<file path="src/rtl/tick_phase_acc_pkg.sv">
// Shared defaults and types for the tick-driven phase accumulator.
package tick_phase_acc_pkg;

  localparam int unsigned DEF_PHASE_WIDTH = 32;
  localparam int unsigned DEF_FIFO_DEPTH  = 4;

  typedef logic [DEF_PHASE_WIDTH-1:0] phase_t;

endpackage : tick_phase_acc_pkg

</file>
<file path="src/rtl/tick_phase_acc_sync_fifo.sv">
// Synchronous FIFO with first-word-fall-through head and registered pointers.
// A push while full is accepted only when a pop happens in the same cycle.
module sync_fifo #(
  parameter int unsigned WIDTH     = 32,
  parameter int unsigned DEPTH     = 4,
  parameter int unsigned LVL_WIDTH = $clog2(DEPTH) + 1
) (
  input  logic                 clk,
  input  logic                 rst,
  input  logic                 push,
  input  logic                 pop,
  input  logic [WIDTH-1:0]     din,
  output logic [WIDTH-1:0]     dout,
  output logic [LVL_WIDTH-1:0] level,
  output logic                 full,
  output logic                 empty
);

  localparam int unsigned PTR_W = $clog2(DEPTH);

  logic [WIDTH-1:0]     mem_q [DEPTH];
  logic [WIDTH-1:0]     mem_d [DEPTH];
  logic [PTR_W-1:0]     wr_ptr_q, wr_ptr_d;
  logic [PTR_W-1:0]     rd_ptr_q, rd_ptr_d;
  logic [LVL_WIDTH-1:0] level_q, level_d;
  logic                 do_push;
  logic                 do_pop;

  assign full  = (level_q == LVL_WIDTH'(DEPTH));
  assign empty = (level_q == '0);
  assign level = level_q;
  assign dout  = mem_q[rd_ptr_q];

  assign do_pop  = pop & ~empty;
  assign do_push = push & (~full | do_pop);

  // Next-state for storage, pointers and occupancy.
  // When full with push+pop, wr_ptr equals rd_ptr: the write lands in the slot
  // being vacated, which is safe because the read pointer moves past it.
  always_comb begin
    mem_d    = mem_q;
    wr_ptr_d = wr_ptr_q;
    rd_ptr_d = rd_ptr_q;
    level_d  = level_q;
    if (do_push) begin
      mem_d[wr_ptr_q] = din;
      wr_ptr_d        = wr_ptr_q + PTR_W'(1);
    end
    if (do_pop) begin
      rd_ptr_d = rd_ptr_q + PTR_W'(1);
    end
    case ({do_push, do_pop})
      2'b10:   level_d = level_q + LVL_WIDTH'(1);
      2'b01:   level_d = level_q - LVL_WIDTH'(1);
      default: level_d = level_q;
    endcase
  end

  // Pointer and level registers.
  always_ff @(posedge clk) begin
    if (rst) begin
      wr_ptr_q <= '0;
      rd_ptr_q <= '0;
      level_q  <= '0;
    end else begin
      wr_ptr_q <= wr_ptr_d;
      rd_ptr_q <= rd_ptr_d;
      level_q  <= level_d;
    end
  end

  // Storage array; contents are meaningless while empty so no reset.
  always_ff @(posedge clk) begin
    mem_q <= mem_d;
  end

endmodule : sync_fifo

</file>
<file path="src/rtl/tick_phase_acc.sv">
// Tick-driven phase accumulator: each accepted tick pushes the current phase
// into an output FIFO and advances the phase by phase_inc. Samples that find
// the FIFO full are dropped and flagged through a sticky overflow bit.
module tick_phase_acc
  import tick_phase_acc_pkg::*;
#(
  parameter int unsigned PHASE_WIDTH = DEF_PHASE_WIDTH,
  parameter int unsigned FIFO_DEPTH  = DEF_FIFO_DEPTH,
  parameter int unsigned LVL_WIDTH   = $clog2(FIFO_DEPTH) + 1
) (
  input  logic                   clk,
  input  logic                   rst,
  input  logic                   en,
  input  logic                   tick,
  input  logic [PHASE_WIDTH-1:0] phase_inc,
  input  logic                   clr_ovf,
  output logic [PHASE_WIDTH-1:0] m_data,
  output logic                   m_valid,
  input  logic                   m_ready,
  output logic [LVL_WIDTH-1:0]   level,
  output logic                   overflow
);

  logic [PHASE_WIDTH-1:0] phase_q, phase_d;
  logic                   overflow_q, overflow_d;
  logic                   accept;
  logic                   pop;
  logic                   push;
  logic                   drop;
  logic                   fifo_full;
  logic                   fifo_empty;

  // Head validity comes straight from registered occupancy, never from m_ready.
  assign m_valid  = ~fifo_empty;
  assign overflow = overflow_q;

  assign accept = tick & en;
  assign pop    = m_valid & m_ready;
  assign push   = accept & (~fifo_full | pop);
  assign drop   = accept & fifo_full & ~pop;

  // Phase advance and sticky overflow next-state; a new drop beats clr_ovf.
  always_comb begin
    phase_d    = phase_q;
    overflow_d = overflow_q;
    if (accept) begin
      phase_d = phase_q + phase_inc;
    end
    if (drop) begin
      overflow_d = 1'b1;
    end else if (clr_ovf) begin
      overflow_d = 1'b0;
    end
  end

  // Accumulator and overflow registers.
  always_ff @(posedge clk) begin
    if (rst) begin
      phase_q    <= '0;
      overflow_q <= 1'b0;
    end else begin
      phase_q    <= phase_d;
      overflow_q <= overflow_d;
    end
  end

  sync_fifo #(
    .WIDTH     (PHASE_WIDTH),
    .DEPTH     (FIFO_DEPTH),
    .LVL_WIDTH (LVL_WIDTH)
  ) u_fifo (
    .clk   (clk),
    .rst   (rst),
    .push  (push),
    .pop   (pop),
    .din   (phase_q),
    .dout  (m_data),
    .level (level),
    .full  (fifo_full),
    .empty (fifo_empty)
  );

endmodule : tick_phase_acc

</file>
<file path="config.mk">
export PLATFORM = sky130hd
export DESIGN_NAME = tick_phase_acc
export DESIGN_NICKNAME = d
export VERILOG_FILES = /design/src/rtl/tick_phase_acc_pkg.sv /design/src/rtl/tick_phase_acc_sync_fifo.sv /design/src/rtl/tick_phase_acc.sv
export SDC_FILE = /design/constraint.sdc
export NUM_CORES = 1
export LEC_CHECK = 0
export CORE_AREA = 2 2 108 137
export CTS_BUF_LIST = sky130_fd_sc_hd__clkbuf_8 sky130_fd_sc_hd__clkbuf_16
export DETAILED_ROUTE_END_ITERATION = 10
export DIE_AREA = 0 0 110 139
export DONT_BUFFER_PORTS = 1
export PLACE_DENSITY = 0.81
export SLEW_MARGIN = 20
export SYNTH_ARGS = -nofsm -noshare
export SYNTH_HDL_FRONTEND = slang
export SYNTH_HIERARCHICAL = 1
export SYNTH_SLANG_ARGS = --single-unit
</file>
<file path="constraint.sdc">
create_clock -name clk -period 2.7 [get_ports clk]
set_input_delay 0.27 -clock clk [delete_from_list [all_inputs] [get_ports clk]]
set_output_delay 0.27 -clock clk [all_outputs]
set_load 0.01 [all_outputs]
</file>
==> impl_metrics.json <==
{
  "fmax_mhz": 389,
  "cts_htree_levels": 4,
  "whs_path_depth": 2,
  "fin_crit_ns": 2.57,
  "crit_path_end_kind": "flip-flop",
  "finalInstanceArea_sq_um": 8950,
  "clk_latency_ns": 0.43,
  "slew_headroom_pct": 28.2,
  "yosys_warnings": 6,
  "cts-buffers-inserted": 17,
  "seqCellArea_sq_um": 4650,
  "die-area_sq_um": 15300,
  "synth_ff_type": "edfxtp_1",
  "drt.antenna.violating_nets": 0,
  "drtIter0Drc": 329,
  "rsz0062_at_grt": "false",
  "ir_worst_vdd_v": 0.000477,
  "fillerInstances": 999,
  "place_area_sq_um": 8340,
  "drv_slew": 0,
  "arrival_ns": 2.91,
  "grt_overflow": 0,
  "ios": 75,
  "p_leak_nw": 3.28,
  "dp_cells": 779,
  "std_cell_rows": 49,
  "n_antenna_cell": 0,
  "die_x_microns": 110,
  "tightestPinTransition_ns": 1.07,
  "vias": 5117,
  "maxCapViolCount": 0,
  "routedWlPerCell_microns": 21.4,
  "post_synth_num_cell_types": 63,
  "cts_tree": "built",
  "reg2reg_depth": 11,
  "finalWeightedCongestion": 0.974,
  "status": "complete, no violations",
  "use_met2_pct": 39.8,
  "finalClockSkew_ns": 0.00781,
  "cts_buffer_depth": 2,
  "synth_area_per_cell_sq_um": 13.2,
  "layout-drive-gt1-share_pct": 12.1,
  "die_h_microns": 139,
  "multi_input_area_sq_um": 3280,
  "grt_pass1_wl_microns": 27100,
  "grt_max_degree": 35,
  "busiest_layer": "met2",
  "met1_usage_pct": 30.0,
  "setup_tns_ns": 0,
  "antenna_found_initial": 0,
  "dp_hpwl_microns": 11800,
  "powerDensity_nw_per_um2": 660,
  "hold_path.class": "in2reg",
  "cts_sinks": 168,
  "fin_crit_sh_pct": 95.2,
  "syn_to_final_growth_pct": 10.4,
  "setup-violations-final": 0,
  "syn-cell-area_sq_um": 8100,
  "clock-root-buffer": "clkbuf_16",
  "synth-edff-count": 128,
  "core_area_sq_um": 14000,
  "cp_max_fo": 7,
  "synth_nets": 688,
  "ys_seq_area_share_pct": 57.3,
  "final_nets": 698,
  "grt_pass1_vias": 5015,
  "hold_viol_final": 0,
  "drc": 0,
  "fin_hold_ws_ns": 0.0342,
  "cp-start-kind": "flip-flop",
  "postSynthCellCount": 612,
  "cts.clk_slew.worst_paths_ns": 0.06,
  "via_per_inst": 6.29,
  "wl_microns": 17400,
  "power_mw": 5.90,
  "cp.required_ns": 3.04,
  "dr.pass1.iters": 6,
  "grt_usage_pct": 23.9,
  "async_reset_ff_share_pct": 0,
  "synth_seq_cells": 168,
  "worstSetupPathType": "reg2reg",
  "final_cells": 813,
  "initial_core_util_pct": 57.7,
  "globalRouteMet3Util_pct": 5.64,
  "portBuffers": 0
}
-- through the flow --
stage | utilization, % | setup slack, ns
6_report | 63.7 | 0.129
5_1_grt | 63.7 | 0.000318
4_1_cts | 63.4 | 0.0711
3_5_place_dp | 59.4 | 0.0946
3_3_place_gp | 59.4 | 0.202
2_1_floorplan | - | 0.232
-- cell type report --
type                            instances  area share (%)
Timing Repair Buffer                   20            2.13
Inverter                               15           0.629
Multi-Input combinational cell        400            36.7
Sequential cell                       168            51.9
Tap cell                              178            2.49
Clock buffer                           22            5.52
Clock inverter                         10           0.615
-- flip-flops by register name (all words and copies together), names as in the netlist --
name             cells
overflow             1
u_fifo/mem_q       128
u_fifo/wr_ptr_q      2
u_fifo/level         3
u_fifo/rd_ptr_q      2
phase_q             32
-- final timing paths --
kind | end | slack [ns] | start
setup / recovery | u_fifo/level[2] | 0.13 | u_fifo/level[0]
hold / removal | u_fifo/wr_ptr_q[1] | 0.03 | rst
setup reg to reg | u_fifo/level[2] | 0.13 | u_fifo/level[0]
hold reg to reg | u_fifo/mem_q[46] | 0.50 | phase_q[14]
-- cells in the mapped netlist (2+ instances only) --
cell type | count | area (sq um)
nor2_1 | 28 | 105
a21o_1 | 18 | 135
mux2i_1 | 2 | 20.0
nand2b_1 | 4 | 25.0
xor2_1 | 12 | 105
and2_1 | 8 | 50.1
fa_1 | 2 | 40.0
o21a_1 | 3 | 22.5
buf_6 | 3 | 33.8
ha_1 | 36 | 450
a21oi_1 | 60 | 300
a211oi_1 | 3 | 22.5
nor3b_1 | 2 | 15.0
o21ai_1 | 2 | 10.0
nor4_1 | 2 | 12.5
nand4_1 | 8 | 50.1
mux4_2 | 6 | 135
nand3_1 | 10 | 50.1
a221o_1 | 3 | 30.0
mux4_1 | 26 | 683
and3_1 | 2 | 12.5
o32ai_2 | 2 | 32.5
o21bai_1 | 3 | 22.5
o21ai_0 | 25 | 125
or3_1 | 7 | 43.8
and4_1 | 2 | 17.5
inv_1 | 15 | 56.3
dfxtp_1 | 40 | 801
edfxtp_1 | 128 | 3840
buf_2 | 10 | 50.1
a22oi_1 | 2 | 15.0
o211ai_1 | 4 | 30.0
xnor2_1 | 13 | 114
clkbuf_1 | 13 | 48.8
nor3_1 | 7 | 35.0
a31oi_1 | 5 | 31.3
a211o_1 | 3 | 26.3
nand2_1 | 68 | 255
-- layer usage --
layer,vias up,wire length (microns)
met5,-,0
met4,0,430
met3,35,974
met2,173,8930
met1,2524,7060
li1,2385,-
-- cell families after synthesis --
group / count (synthesis) / synth area share [%]
multiplexers: 35 / 10.5
AND/OR/NAND/NOR: 156 / 9.14
flip-flops: 168 / 57.3
adder cells (fa/ha/maj): 38 / 6.05
buffers and inverters: 44 / 2.69
XOR/XNOR: 25 / 2.70
AO/OA/AOI/OAI: 146 / 11.6
-- where the power goes --
part	switching, mW	total (mW)	leakage [nW]	internal (mW)
Combinational	0.429	0.714	1.48	0.285
Sequential	0.0799	2.97	1.52	2.89
Clock	0.937	2.22	0.277	1.28
-- worst max-delay path: stages (launching register included) --
cell and delay, ns:
dfxtp_1 0.36, buf_4 0.18, nor3b_2 0.30, a21oi_1 0.11, a21boi_2 0.21, inv_1 0.08
ha_1 0.18, inv_1 0.06, fa_1 0.37, xor2_1 0.15, or3_1 0.32, a21oi_1 0.17
-- timing repair --
item | CTS | global route
setup buffers | 0 | 1
endpoints found under the hold margin | 25 | 0
gates resized for setup | 0 | 11
hold buffers | 1 | 0
setup endpoints to repair | 0 | 6
-- placed cells by master, fill, tap and decap left out, drive strengths merged, types with 3 or more instances in the layout --
cell and count:
edfxtp 128, nand2 68, a21oi 60, dfxtp 40, ha 36, mux4 32, nor2 28, o21ai 27
clkbuf 22, inv 20, a21o 19, buf 19, xnor2 13, xor2 12, nand3 10, nand4 9
and2 8, nor3 8, or3 7, a31oi 5, o211ai 4, nand2b 4, a211oi 4, o21a 3
o21bai 3, a221o 3, a211o 3, clkinvlp 3, and3 3, nor3b 3
No activity file was read; power rests on OpenSTA's default activity.
